===== config.mk =====
export PLATFORM = sky130hd
export DESIGN_NAME = mux_nto1_rr_arbiter
export DESIGN_NICKNAME = d
export VERILOG_FILES = /design/src/rtl/mux_nto1_rr_arbiter.sv
export SDC_FILE = /design/constraint.sdc
export NUM_CORES = 1
export LEC_CHECK = 0
export BUFFER_PORTS_ARGS = -buffer_cell sky130_fd_sc_hd__buf_4
export CAP_MARGIN = 10
export CELL_PAD_IN_SITES_DETAIL_PLACEMENT = 0
export CELL_PAD_IN_SITES_GLOBAL_PLACEMENT = 1
export CORE_UTILIZATION = 30
export CTS_CLUSTER_DIAMETER = 100
export DETAILED_ROUTE_END_ITERATION = 6
export PLACE_DENSITY_LB_ADDON = 0.15
export SYNTH_ARGS = -nofsm -noshare
export SYNTH_HDL_FRONTEND = slang
export SYNTH_SLANG_ARGS = --single-unit

===== constraint.sdc =====
create_clock -name clock -period 2.8 [get_ports clock]
set_input_delay 0.84 -clock clock [delete_from_list [all_inputs] [get_ports clock]]
set_output_delay 0.84 -clock clock [all_outputs]
set_load 0.05 [all_outputs]

===== src/rtl/mux_nto1_rr_arbiter.sv =====
// Round-robin, packet-locking N-to-1 arbiter with a one-hot grant driving a decoded mux
// and a single valid/ready output register.
module mux_nto1_rr_arbiter #(
    parameter  int WIDTH    = 4,
    parameter  int SIZE     = 8,
    localparam int LOG_SIZE = (SIZE > 1) ? $clog2(SIZE) : 1
) (
    input  logic                  clock,
    input  logic                  reset,
    input  logic [SIZE-1:0]       req,
    input  logic [SIZE-1:0]       req_last,
    input  logic [WIDTH*SIZE-1:0] in,
    output logic [SIZE-1:0]       ack,
    output logic [SIZE-1:0]       grant,
    output logic [WIDTH-1:0]      out,
    output logic                  out_last,
    output logic [LOG_SIZE-1:0]   out_src,
    output logic                  out_valid,
    input  logic                  out_ready
);

    logic [SIZE-1:0]     grant_r;
    logic [SIZE-1:0]     grant_nxt_s;
    logic [SIZE-1:0]     ack_s;
    logic [LOG_SIZE-1:0] ptr_r;
    logic [LOG_SIZE-1:0] ptr_nxt_s;
    logic [LOG_SIZE-1:0] grant_idx_s;
    logic [LOG_SIZE-1:0] pick_idx_s;
    logic [LOG_SIZE-1:0] scan_idx_s;
    logic                pick_found_s;
    logic                can_accept_s;
    logic                tail_ack_s;
    logic                load_s;
    logic [WIDTH-1:0]    mux_data_s;
    logic                mux_last_s;
    logic [WIDTH-1:0]    out_r;
    logic                out_last_r;
    logic [LOG_SIZE-1:0] out_src_r;
    logic                out_valid_r;

    // Decoded AND-OR mux and one-hot to index encoding, both steered by the registered grant.
    always_comb begin
        mux_data_s  = {WIDTH{1'b0}};
        mux_last_s  = 1'b0;
        grant_idx_s = {LOG_SIZE{1'b0}};
        for (int i = 0; i < SIZE; i++) begin
            mux_data_s  = mux_data_s | (in[WIDTH*i +: WIDTH] & {WIDTH{grant_r[i]}});
            mux_last_s  = mux_last_s | (req_last[i] & grant_r[i]);
            grant_idx_s = grant_idx_s | (LOG_SIZE'(i) & {LOG_SIZE{grant_r[i]}});
        end
    end

    // Round-robin search: first request found scanning ptr, ptr+1, ... with wrap-around.
    always_comb begin
        pick_found_s = 1'b0;
        pick_idx_s   = ptr_r;
        scan_idx_s   = ptr_r;
        for (int k = 0; k < SIZE; k++) begin
            scan_idx_s   = LOG_SIZE'((int'(ptr_r) + k) % SIZE);
            pick_idx_s   = (!pick_found_s && req[scan_idx_s]) ? scan_idx_s : pick_idx_s;
            pick_found_s = pick_found_s | req[scan_idx_s];
        end
    end

    // Handshake and lock control; the lock is released only by an accepted tail flit.
    always_comb begin
        can_accept_s = ~out_valid_r | out_ready;
        ack_s        = grant_r & req & {SIZE{can_accept_s}};
        tail_ack_s   = |(ack_s & req_last);
        load_s       = |ack_s;
        grant_nxt_s  = grant_r;
        ptr_nxt_s    = ptr_r;
        if (grant_r == {SIZE{1'b0}}) begin
            if (pick_found_s) begin
                grant_nxt_s = SIZE'(1'b1) << pick_idx_s;
            end else begin
                grant_nxt_s = {SIZE{1'b0}};
            end
        end else if (tail_ack_s) begin
            grant_nxt_s = {SIZE{1'b0}};
            ptr_nxt_s   = (grant_idx_s == LOG_SIZE'(SIZE - 1)) ? {LOG_SIZE{1'b0}}
                                                               : grant_idx_s + LOG_SIZE'(1'b1);
        end else begin
            grant_nxt_s = grant_r;
        end
    end

    // Grant and round-robin pointer registers.
    always_ff @(posedge clock) begin
        if (reset) begin
            grant_r <= {SIZE{1'b0}};
            ptr_r   <= {LOG_SIZE{1'b0}};
        end else begin
            grant_r <= grant_nxt_s;
            ptr_r   <= ptr_nxt_s;
        end
    end

    // Output register: loads on ack, drains on out_ready, otherwise holds under backpressure.
    always_ff @(posedge clock) begin
        if (reset) begin
            out_r       <= {WIDTH{1'b0}};
            out_last_r  <= 1'b0;
            out_src_r   <= {LOG_SIZE{1'b0}};
            out_valid_r <= 1'b0;
        end else if (load_s) begin
            out_r       <= mux_data_s;
            out_last_r  <= mux_last_s;
            out_src_r   <= grant_idx_s;
            out_valid_r <= 1'b1;
        end else if (out_ready) begin
            out_valid_r <= 1'b0;
        end
    end

    assign ack       = ack_s;
    assign grant     = grant_r;
    assign out       = out_r;
    assign out_last  = out_last_r;
    assign out_src   = out_src_r;
    assign out_valid = out_valid_r;

endmodule


==> reports/metrics.yaml <==
status: "finished, violations left"
violations: "setup timing"
p_leak_nw: 1.374
hold_path_class: "flop to flop"
syn2layout_area_growth_pct: 58.41
cp.arrival_ps: 2950
cp_slowest_cell: "mux4_2"
synth_top_area_share_pct: 20.54
synth_top_cell_by_area: "dfxtp_1"
holdWs_ps: 478.6
r2r-start: "ptr_r[0]$_SDFFE_PP0P_"
layout.cells.non_filler: 398
slew_headroom_pct: 65.21
clk_pin_slew_ps: 80
die_area_sq_um: 6824
drc: 0
required_ps: 2940
clock_latency_ps: 260
synth_area_leaders: "dfxtp_1, mux4_2, a22o_1, a221oi_1, nand2_1"
rows: 29
endpoint_kind: "flop"
fp.dieW_um: 82.61
finalHoldViolCount: 0
synth_area_sq_um: 1949
ctsHoldBuffers: 0
slowest_delay_ps: 560
fin_ws_ps: -7.259
synth_cell_type_count: 50
grt_pass1_wl_um: 11030
root_buffer: "clkbuf_8"
gp_congestion: 0.7907
cts.sinks: 20
ys_ff_latch: 20
drv_slew: 0
first_pass_iters: 4
core-area_sq_um: 6314
initial_core_util_pct: 30.88
worst_pin_slew_ps: 521.2
drt_iter0_markers: 94
antenna_found_initial: 0
fin_crit_ps: 2807
maxCapViolCount: 0
grt_pass1_vias: 2104
synthCells: 218
dp_cells: 389
setup_viol: 5
nNetsFinal: 377
cp_max_fo: 6
critical_path.endpoint: "grant[1]$_SDFFE_PP0P_"
powerDensity_nw_per_um2: 898.4
gr-usage-all-layers_pct: 21.52
antenna_cells: 0
cts_buffers: 3
async_reset_ff_share_pct: 0
tns_ps: -21.41
vias: 2209
htreeDepth: 1
antenna_left: 0
dp_slack_ps: -345.1
io_buffers: 75
die-height_um: 82.61
wl_per_cell_um: 17.94
wl_um: 7142
ff2ff_path_depth: 11
ir_drop_v: 0.0004002
rr_endpoint: "grant[1]$_SDFFE_PP0P_"
dp_hpwl_um: 5497
dpl-instance-area_sq_um: 2850
synth_edf_count: 0
r2r_slack_ps: -7
ys_top_cells_by_count: "dfxtp_1, nand2_1, nor2_1"
path_class: "flop to flop"
avgViaCountPerCell: 5.550
final_area_sq_um: 3088
syn_area_per_cell_sq_um: 8.942
rsz0062_at_grt: "yes"
crit_start: "ptr_r[0]$_SDFFE_PP0P_"
grt_max_degree: 16
clockBufferDepth: 2
yosys_warnings: 0
fin_skew_ps: 2.233
max_freq_ghz: 0.3562
io_pins: 76
grt_remaining_overflow: 0
syn-num-nets: 273
synth_most_common_cell: "dfxtp_1"
yosysSeqAreaShare_pct: 20.54
yosys_most_used_dff: "dfxtp_1"
drive_gt1_share_pct: 52.65
cts_tree: "built"
cp-start-kind: "flop"
crit_chain: "inv_4 > ha_4 > mux4_2 > mux2_4 > nand2b_4 > nor3_4 > buf_4 > buf_6 > a311o_1 > a211o_1 > o31ai_2"
period_share_pct: 100.3
## routing by layer
metal / wire length [um] / global-route usage (%) / share of wire (%)
met2: 3335 / 33.80 / 47
met5: 0 / 0 / 0
met3: 324 / 3.626 / 4.5
met1: 3463 / 31.81 / 48
met4: 20 / 1.724 / 0.28
## through the flow
stage	total power, mW	utilization, %
6_report	2.774	48.91
5_1_grt	2.953	48.91
4_1_cts	2.676	47.60
3_5_place_dp	2.299	45.14
3_3_place_gp	2.297	45.14
2_1_floorplan	1.705	-
## cell usage in the layout, fill, tap and decap left out, types with 3 or more instances in the layout
cell / netlist / layout
nand4_1: 6 / 6
clkbuf_8: 0 / 3
a221oi_1: 12 / 11
nand2_1: 18 / 18
mux2i_4: 3 / 3
nand2b_1: 5 / 5
mux2i_1: 6 / 5
nor2_1: 17 / 16
buf_6: 2 / 3
a22o_1: 14 / 14
o31ai_1: 4 / 3
nor4_1: 4 / 4
o41ai_2: 0 / 4
nor2b_1: 4 / 4
inv_1: 6 / 4
buf_4: 0 / 115
and3_1: 8 / 8
dfxtp_1: 20 / 18
mux4_2: 10 / 10
a21oi_1: 4 / 3
a311oi_1: 5 / 5
## worst max-delay path: cells and delay by family (launching register included)
kind	cells	cell delay, ps
AO/OA/AOI/OAI	3	480
adder cells (fa/ha/maj)	1	320
buffers and inverters	3	290
flip-flops	1	360
multiplexers	2	860
AND/OR/NAND/NOR	2	390
## flip-flops by register name, indices dropped and copies added (netlist names)
register	cells
out	4
ptr_r	3
out_valid	1
out_src	3
out_last	1
grant	8
## cell families after synthesis
kind of cell / share of synthesized area [%]
compound gates: 27.86
xor+xnor: 2.696
fa+ha+maj: 2.567
buf+inv: 5.841
flops: 20.54
mux: 19.26
simple gates: 21.24
## cell type report
| type | instances | area, sq um |
|---|---|---|
| timing repair buffer | 118 | 897.1 |
| fill | 647 | 3226 |
| sequential | 20 | 402.9 |
| multi-input combinational | 173 | 1595 |
| inverter | 6 | 25.02 |
| clock inverter | 1 | 30.03 |
| tap | 77 | 96.34 |
| clock buffer | 3 | 41.29 |
## where the power goes
group / internal [mW] / switching, mW / leakage [nW]
combinational: 0.929 / 1.10 / 1.18
clock: 0.191 / 0.102 / 0.0357
sequential: 0.353 / 0.0995 / 0.164
## worst min path at each step
stage / from / end / slack [ps] / depth (start not counted)
finish: out_src[0]$_SDFFE_PP0P_ / out_src[0]$_SDFFE_PP0P_ / 480 / 2
CTS: out_src[0]$_SDFFE_PP0P_ / out_src[0]$_SDFFE_PP0P_ / 480 / 2
floorplan: ptr_r[0]$_SDFFE_PP0P_ / ptr_r[0]$_SDFFE_PP0P_ / 610 / 3
global route: out_src[0]$_SDFFE_PP0P_ / out_src[0]$_SDFFE_PP0P_ / 510 / 2
global placement: out_src[0]$_SDFFE_PP0P_ / out_src[0]$_SDFFE_PP0P_ / 450 / 2
detailed placement: out_src[0]$_SDFFE_PP0P_ / out_src[0]$_SDFFE_PP0P_ / 460 / 2
## repair_timing
item,CTS,global route
resized for setup,10,14
endpoints found under the setup margin,8,8
pin swaps,4,5
setup buffers,3,3
No activity file was read; power rests on OpenSTA's default activity.
